===== src/rtl/keypad_scan_controller.sv =====
// 4x4 matrix keypad scan sequencer: walks a one-hot column drive, confirms a single
// pressed key over several settle periods, and hands its code out on a valid/ack port.
module keypad_scan_controller #(
  parameter int SCAN_CYCLES   = 16,
  parameter int CONFIRM_COUNT = 2
) (
  input  logic       clk,
  input  logic       reset,
  input  logic [3:0] rows_db,
  output logic [3:0] col_drive,
  output logic [3:0] key_code,
  output logic       key_valid,
  input  logic       key_ack,
  output logic       key_down,
  output logic       overrun
);

  localparam int CW = (SCAN_CYCLES > 1) ? $clog2(SCAN_CYCLES) : 1;
  localparam int MW = $clog2(CONFIRM_COUNT + 1);
  localparam logic [CW-1:0] SAMPLE_AT  = CW'(SCAN_CYCLES - 1);
  localparam logic [MW-1:0] MATCH_DONE = MW'(CONFIRM_COUNT);

  typedef enum logic [1:0] {SCAN, CONFIRM, HELD} state_t;

  state_t        state, state_d;
  logic [1:0]    col_idx, col_d;
  logic [1:0]    row_idx, row_d;
  logic [CW-1:0] settle_cnt;
  logic [MW-1:0] match_cnt, match_d;
  logic          sample, single, row_hit, advance, confirm;

  function automatic logic [MW-1:0] sat_inc(input logic [MW-1:0] v);
    return (v == MATCH_DONE) ? v : v + 1'b1;
  endfunction

  function automatic logic [1:0] onehot_idx(input logic [3:0] v);
    logic [1:0] idx;
    idx = 2'd0;
    for (int i = 0; i < 4; i++)
      if (v[i]) idx = 2'(i);
    return idx;
  endfunction

  assign sample    = (settle_cnt == SAMPLE_AT);
  // Exactly one row set; two or more is treated as ghosting and ignored.
  assign single    = (rows_db != 4'd0) && ((rows_db & 4'(rows_db - 4'd1)) == 4'd0);
  assign row_hit   = (rows_db == (4'b0001 << row_idx));
  assign col_drive = 4'b0001 << col_idx;
  assign key_down  = (state == HELD);

  always_comb begin
    state_d = state;
    col_d   = col_idx;
    row_d   = row_idx;
    match_d = match_cnt;
    advance = 1'b0;
    confirm = 1'b0;
    if (sample) begin
      case (state)
        SCAN: begin
          if (single) begin
            row_d   = onehot_idx(rows_db);
            match_d = '0;
            state_d = CONFIRM;
          end else begin
            advance = 1'b1;
          end
        end
        CONFIRM: begin
          if (row_hit) begin
            match_d = sat_inc(match_cnt);
            if (match_d == MATCH_DONE) begin
              state_d = HELD;
              match_d = '0;
              confirm = 1'b1;
            end
          end else begin
            state_d = SCAN;
            advance = 1'b1;
          end
        end
        HELD: begin
          match_d = rows_db[row_idx] ? '0 : sat_inc(match_cnt);
          if (match_d == MATCH_DONE) begin
            state_d = SCAN;
            match_d = '0;
            advance = 1'b1;
          end
        end
        default: state_d = SCAN;
      endcase
    end
    if (advance) col_d = col_idx + 2'd1;
  end

  always_ff @(posedge clk) begin
    if (!reset) begin
      state      <= SCAN;
      col_idx    <= 2'd0;
      row_idx    <= 2'd0;
      settle_cnt <= '0;
      match_cnt  <= '0;
    end else begin
      state     <= state_d;
      col_idx   <= col_d;
      row_idx   <= row_d;
      match_cnt <= match_d;
      settle_cnt <= (sample || advance) ? '0 : settle_cnt + 1'b1;
    end
  end

  // Output handshake: a confirm loads the key unless an unaccepted one is still pending.
  always_ff @(posedge clk) begin
    if (!reset) begin
      key_code  <= 4'd0;
      key_valid <= 1'b0;
      overrun   <= 1'b0;
    end else begin
      overrun <= 1'b0;
      if (confirm) begin
        if (key_valid && !key_ack) begin
          overrun <= 1'b1;
        end else begin
          key_code  <= {row_idx, col_idx};
          key_valid <= 1'b1;
        end
      end else if (key_valid && key_ack) begin
        key_valid <= 1'b0;
      end
    end
  end

endmodule


===== config.mk =====
export PLATFORM = sky130hd
export DESIGN_NAME = keypad_scan_controller
export DESIGN_NICKNAME = d
export VERILOG_FILES = /design/src/rtl/keypad_scan_controller.sv
export SDC_FILE = /design/constraint.sdc
export NUM_CORES = 1
export LEC_CHECK = 0
export CAP_MARGIN = 0
export CELL_PAD_IN_SITES_DETAIL_PLACEMENT = 0
export CELL_PAD_IN_SITES_GLOBAL_PLACEMENT = 1
export CORE_UTILIZATION = 39
export DETAILED_ROUTE_END_ITERATION = 6
export HOLD_SLACK_MARGIN = 0.12
export PLACE_DENSITY_LB_ADDON = 0.08
export SETUP_SLACK_MARGIN = 0.4
export SYNTH_ARGS = -nofsm -noshare
export SYNTH_HDL_FRONTEND = slang
export SYNTH_SLANG_ARGS = --single-unit

===== constraint.sdc =====
create_clock -name clk -period 1.9 [get_ports clk]
set_clock_uncertainty 0.05 [all_clocks]
set_input_delay 0.38 -clock clk [delete_from_list [all_inputs] [get_ports clk]]
set_output_delay 0.38 -clock clk [all_outputs]
set_load 0.01 [all_outputs]

==> run_results.csv, run 1 <==
group,metric,value,unit
yosys,netlist_area,1130,sq um
outcome,status,"completed",
job,maxCapViolations,0,
yosys,synth_edf_count,0,
power_and_ir_drop,powerDensity,425,nW/um^2
drt,drc,0,
place,dpl_worst_slack,-0.556,ns
yosys,syn-num-nets,142,
sta,maxSlewViolCount,0,
cts,cts_buffer_depth,2,
yosys,synth_area_per_cell,9.05,sq um
global_routing,grt_max_degree,14,
worst_setup_path,cp_max_fo,2,
global_routing,overflow,0,
place,place.gp.congestion,0.839,
finish,fin_nets,175,
power_and_ir_drop,switching_share,0.245,
drt,first_pass_iters,4,
cts,insertion_delay,0.29,ns
yosys,synthArstFlopShare,0,
place,placed_area,1410,sq um
global_routing,antenna_found_initial,0,
power_and_ir_drop,ir_drop,0.468,mV
worst_setup_path,r2r_slack,0.1,ns
place,io_buffer_count,17,
drt,viasPerCell,5.25,
sta,tightest_slew,0.466,ns
sta,period_needed,1.80,ns
cts,cts-root-buf,"clkbuf_4",
yosys,synth_top_area_share,0.319,
power_and_ir_drop,p_leak,0.626,nW
drt,ant_nets,0,
worst_setup_path,critPathMaxStageDelay,0.55,ns
global_routing,grt_first_pass_wirelength,4090,um
worst_setup_path,arrival,1.96,ns
drt,dr_total_vias,981,
hold_path,holdPathEnd,"key_code[0]",
yosys,synth_cells,125,
cts,h-tree-depth,1,
sta,setup_ws,0.0964,ns
worst_setup_path,r2r_end,"col_idx[0]",
sta,timing_hold_violations_final,0,
global_routing,gr-usage-all-layers,0.169,
drt,wirelength,2410,um
finish,fin_area,1530,sq um
worst_setup_path,crit_slowest_cell,"mux4_2",
place,hpwlAfterDp,1870,um
drt,avgRoutedWirePerCell,12.9,um
finish,area_growth,35.1,%
hold_path,hold_depth,2,
sta,relSlewSlack,0.687,
floorplanning,num_rows,19,
yosys,synth-seq-cells,18,
floorplanning,start_util,0.410,
power_and_ir_drop,p_clk_frac,0.288,
worst_setup_path,critPathRequiredTime,2.06,ns
sta,fmax,554,MHz
cts,cts_tree,"built",
yosys,synth_area_leaders,"dfxtp_1, ha_1, nand2_1",
hold_path,min_path_type,"reg2reg",
floorplanning,die_y,55.9,um
finish,n_antenna_cell,0,
cts,cts.reportedPaths.clkPinSlew,0.10,ns
yosys,synth_ff_type,"dfxtp_1",
worst_setup_path,crit_path_start_kind,"flip-flop",
cts,cts_sinks,18,
yosys,yosysWarnings,0,
sta,finalCritPeriodShare,0.949,
worst_setup_path,worstPathCellList,"mux4_2 > nor2_4 > nand3_2 > a311oi_4 > mux2i_1",
finish,drive_gt1_frac,0.333,
floorplanning,core-area,2760,sq um
hold_path,hold_start,"key_code[0]",
floorplanning,ios,18,
power_and_ir_drop,pwr-share-seq,0.597,
floorplanning,die_w,55.9,um
yosys,yosysMostFrequentCell,"dfxtp_1",
worst_setup_path,endpoint_kind,"flip-flop",
cts,numCtsBuffers,3,
yosys,yosys.area.top_type,"dfxtp_1",
worst_setup_path,r2r-start,"row_idx[0]",
power_and_ir_drop,internal_power,0.490,mW
worst_setup_path,rr_worst_depth,5,
global_routing,grt_pass1_vias,906,
yosys,synth_cell_types,34,
drt,drtIter0Drc,10,
yosys,synth_common_cells,"dfxtp_1, nand2_1, inv_1",
yosys,ys_seq_area_frac,0.319,
floorplanning,dieArea,3120,sq um
power_and_ir_drop,combPwrFrac,0.116,
sta,rsz0062_at_grt,"true",
sta,finalSetupViolCount,0,
power_and_ir_drop,power.switching,0.159,mW
worst_setup_path,crit_type,"reg2reg",
## timing repair
item,CTS,global route
cloned,0,0
pin swaps,7,4
hold buffers,0,0
setup buffers,2,0
endpoints found under the setup margin,25,19
gates resized for setup,54,6
## through the flow
step	TNS, ns	power [mW]	util	hold WS, ns	cells
2_1_floorplan	0	0.438	-	0.388	125
3_3_place_gp	-5.09	0.465	0.510	0.385	182
3_5_place_dp	-5.55	0.467	0.510	0.389	182
4_1_cts	0	0.660	0.541	0.402	187
5_1_grt	0	0.681	0.554	0.426	187
6_report	0	0.649	0.554	0.396	187
## how the worst max path moves through the flow
| stage | startpoint | to | slack (ns) | depth (start not counted) |
|---|---|---|---|---|
| 6_report | row_idx[0] | col_idx[0] | 0.1 | 5 |
| 5_1_grt | row_idx[0] | col_idx[0] | 0.01 | 5 |
| 4_1_cts | row_idx[0] | col_idx[0] | 0.01 | 5 |
| 3_5_place_dp | rows_db[2] | col_idx[0] | -0.56 | 6 |
| 3_3_place_gp | rows_db[2] | state[1] | -0.48 | 6 |
| 2_1_floorplan | rows_db[3] | col_idx[0] | 0.14 | 6 |
## power by group through the flow
stage | clock network, mW | logic, mW | registers (mW)
2_1_floorplan | 0 | 0.0431 | 0.395
3_3_place_gp | 0 | 0.0686 | 0.396
3_5_place_dp | 0 | 0.0708 | 0.396
4_1_cts | 0.199 | 0.0742 | 0.387
5_1_grt | 0.209 | 0.0834 | 0.388
6_report | 0.187 | 0.0749 | 0.387
## kinds of logic (layout without fill, tap and decap cells)
kind of cell / Yosys count / in the layout / synth area share
compound gates: 23 / 23 / 0.167
simple gates: 50 / 50 / 0.258
flops: 18 / 18 / 0.319
xor+xnor: 2 / 2 / 0.0155
fa+ha+maj: 10 / 10 / 0.111
buf+inv: 16 / 47 / 0.0664
mux: 6 / 6 / 0.0642
## sequential cells by signal (all words and copies together), names as in the netlist
register and flops:
col_idx 2, key_code 4, key_valid 1, match_cnt 2, overrun 1, row_idx 2, settle_cnt 4, state 2
## layer usage
metal,global-route usage,wire length [um],vias to the layer above
met2,0.313,1250,10
met1,0.197,1090,470
met4,0.0314,16,0
met3,0.0419,53,2
li1,-,-,499
met5,0,0,-
## layout by cell type, fill, tap and decap left out, types with 2 or more instances in the layout
cell	count
clkdlybuf4s50_1	3
buf_4	15
mux2i_1	5
o21ai_0	3
nor2_2	2
nor2_1	6
nand3_1	5
dfxtp_2	5
nor4b_4	2
nand3_2	3
dfxtp_1	11
dlygate4sd2_1	9
clkbuf_4	3
a211oi_1	3
ha_4	2
a21oi_1	5
inv_1	12
o21ai_1	5
and3b_1	2
ha_1	7
dfxtp_4	2
nor3b_4	2
nand2_1	17
buf_2	5
and3_1	2
## area by class of cell
cell class	count	area [sq um]
well taps	31	38.8
flip-flops and latches	18	374
repair buffers	32	246
inverters	12	45.0
fillers	273	1230
clock buffers	3	22.5
multi-input cells	91	801
## critical path, delay by kind of cell, from the launching register on
| kind | cells | cell delay [ns] |
|---|---|---|
| DFF | 1 | 0.36 |
| muxes | 2 | 0.79 |
| and+or+nand+nor | 2 | 0.24 |
| AOI/OAI and AO/OA | 1 | 0.29 |
Power figures use the tool's default switching activity.
==> run 2: changes to the inputs <==
- GPL_TIMING_DRIVEN: default -> 0
==> run_results.csv, run 2 (synthesis gave the netlist of run 1 again) <==
group,metric,value,unit
outcome,status,"completed",
finish,seq_area,375,sq um
hold_path,min_path_type,"in2reg",
drt,drtIter0Drc,7,
drt,wirelength,2450,um
global_routing,top_usage_layer,"met2",
place,dpl_worst_slack,-0.568,ns
sta,tightest_slew,0.448,ns
worst_setup_path,r2r-start,"row_idx[0]",
finish,final_cell_mix,"nand2_1, inv_1, dfxtp_1",
drt,ant_nets,0,
floorplanning,core-area,2760,sq um
place,place.gp.congestion,0.839,
global_routing,grt_first_pass_wirelength,4170,um
finish,layout_commonest_cell,"nand2_1",
place,hpwlAfterDp,1810,um
global_routing,grt.met1_usage,0.201,
sta,setup_ws,0.117,ns
worst_setup_path,r2r_end,"col_idx[1]",
drt,avgRoutedWirePerCell,13.5,um
worst_setup_path,cp_max_fo,5,
floorplanning,dieArea,3120,sq um
power_and_ir_drop,ir_drop,0.495,mV
global_routing,grtUsageMet3,0.0442,
floorplanning,num_rows,19,
finish,drive_gt1_frac,0.364,
sta,tns,0,ns
floorplanning,ios,18,
place,placed_area,1330,sq um
finish,multi_input_area,835,sq um
finish,fin_nets,169,
sta,period_needed,1.78,ns
finish,final_cells,182,
sta,rsz0062_at_grt,"true",
drt,viasPerCell,5.26,
cts,holdBufCountCts,0,
cts,cts-root-buf,"clkbuf_4",
cts,cts_sinks,18,
cts,insertion_delay,0.30,ns
floorplanning,start_util,0.410,
global_routing,overflow,0,
sta,hold_ws,0.373,ns
sta,timing_hold_violations_final,0,
hold_path,hold_start,"rows_db[3]",
floorplanning,die_y,55.9,um
power_and_ir_drop,powerDensity,451,nW/um^2
place,io_buffer_count,15,
worst_setup_path,r2r_slack,0.16,ns
worst_setup_path,rr_worst_depth,5,
drt,dr_total_vias,957,
cts,numCtsBuffers,3,
hold_path,holdPathEnd,"row_idx[0]",
finish,area_growth,37.2,%
worst_setup_path,arrival,1.35,ns
power_and_ir_drop,p_leak,0.606,nW
sta,maxSlewViolCount,0,
worst_setup_path,critPathRequiredTime,1.47,ns
cts,h-tree-depth,1,
job,maxCapViolations,0,
sta,relSlewSlack,0.701,
drt,drc,0,
place,dp.cells,171,
global_routing,grt_max_degree,11,
cts,cts_buffer_depth,2,
cts,cts_tree,"built",
finish,reg_top3,"key_code: 4 flops, settle_cnt: 4 flops",
cts,cts.reportedPaths.clkPinSlew,0.11,ns
worst_setup_path,crit_type,"reg2out",
power_and_ir_drop,power,0.699,mW
global_routing,grt_pass1_vias,929,
sta,finalCritPeriodShare,0.938,
finish,post-route-util,0.563,
finish,n_antenna_cell,0,
global_routing,gr-usage-all-layers,0.170,
finish,fin_area,1550,sq um
worst_setup_path,crit_path_start_kind,"flip-flop",
drt,first_pass_iters,3,
global_routing,grtUsageMet2,0.296,
worst_setup_path,endpoint_kind,"output port",
floorplanning,die_w,55.9,um
sta,finalSetupViolCount,0,
finish,fill_cells,272,
global_routing,antenna_found_initial,0,
sta,fmax,561,MHz
hold_path,hold_depth,3,
==> run 2: cell types whose count changed in the layout (fill, tap and decap cells not counted), moves of 2 or more <==
cell,delta
dlygate4sd2_1,-3
inv_1,-2
buf_4,-9
clkbuf_1,+2
ha_1,-2
buf_6,+3
buf_8,+2
a211oi_2,+2
ha_4,+2
a211oi_1,-2
==> run 2: what timing repair did <==
item                                    4_1_cts  5_1_grt
pin swaps                                     4        3
gates resized for setup                      65        8
endpoints found under the setup margin       25       19
buffers inserted                              6        1
==> run 2: area by class of cell <==
type,count,share of cell area
Timing Repair Buffer,22,0.117
Sequential cell,18,0.242
Inverter,12,0.0306
Buffer,4,0.0242
Multi-Input combinational cell,91,0.538
Clock buffer,4,0.0234
Tap cell,31,0.0250
==> run 2: per-layer routing <==
| layer | wire length (um) | vias up |
|---|---|---|
| met1 | 1100 | 442 |
| li1 | - | 490 |
| met5 | 0 | - |
| met4 | 73 | 0 |
| met2 | 1200 | 17 |
| met3 | 73 | 8 |
==> run 2: report_power, final <==
group | internal [mW] | leakage, nW | total, mW | switching [mW]
clock | 0.117 | 0.0210 | 0.238 | 0.121
combinational | 0.0332 | 0.435 | 0.0731 | 0.0399
sequential | 0.380 | 0.150 | 0.388 | 0.00715
==> run 2: worst max-delay path by stage <==
stage,startpoint,endpoint,depth (start not counted)
after floorplan,rows_db[3],col_idx[0],6
after global placement,rows_db[1],col_idx[0],6
after detailed placement,rows_db[1],col_idx[1],6
after CTS,row_idx[0],state[1],5
after global routing,row_idx[0],state[1],5
final,col_idx[1],col_drive[3],2
==> run 2: critical path, stage by stage, from the launching register on <==
cell,delay (ns)
dfxtp_2,0.38
ha_1,0.15
clkdlybuf4s50_1,0.52
==> run 3: changes to the inputs <==
- GPL_ROUTABILITY_DRIVEN: default -> 0
==> results of run 3 <==
No change in the layout: final DEF, timing and power equal those of run 2.
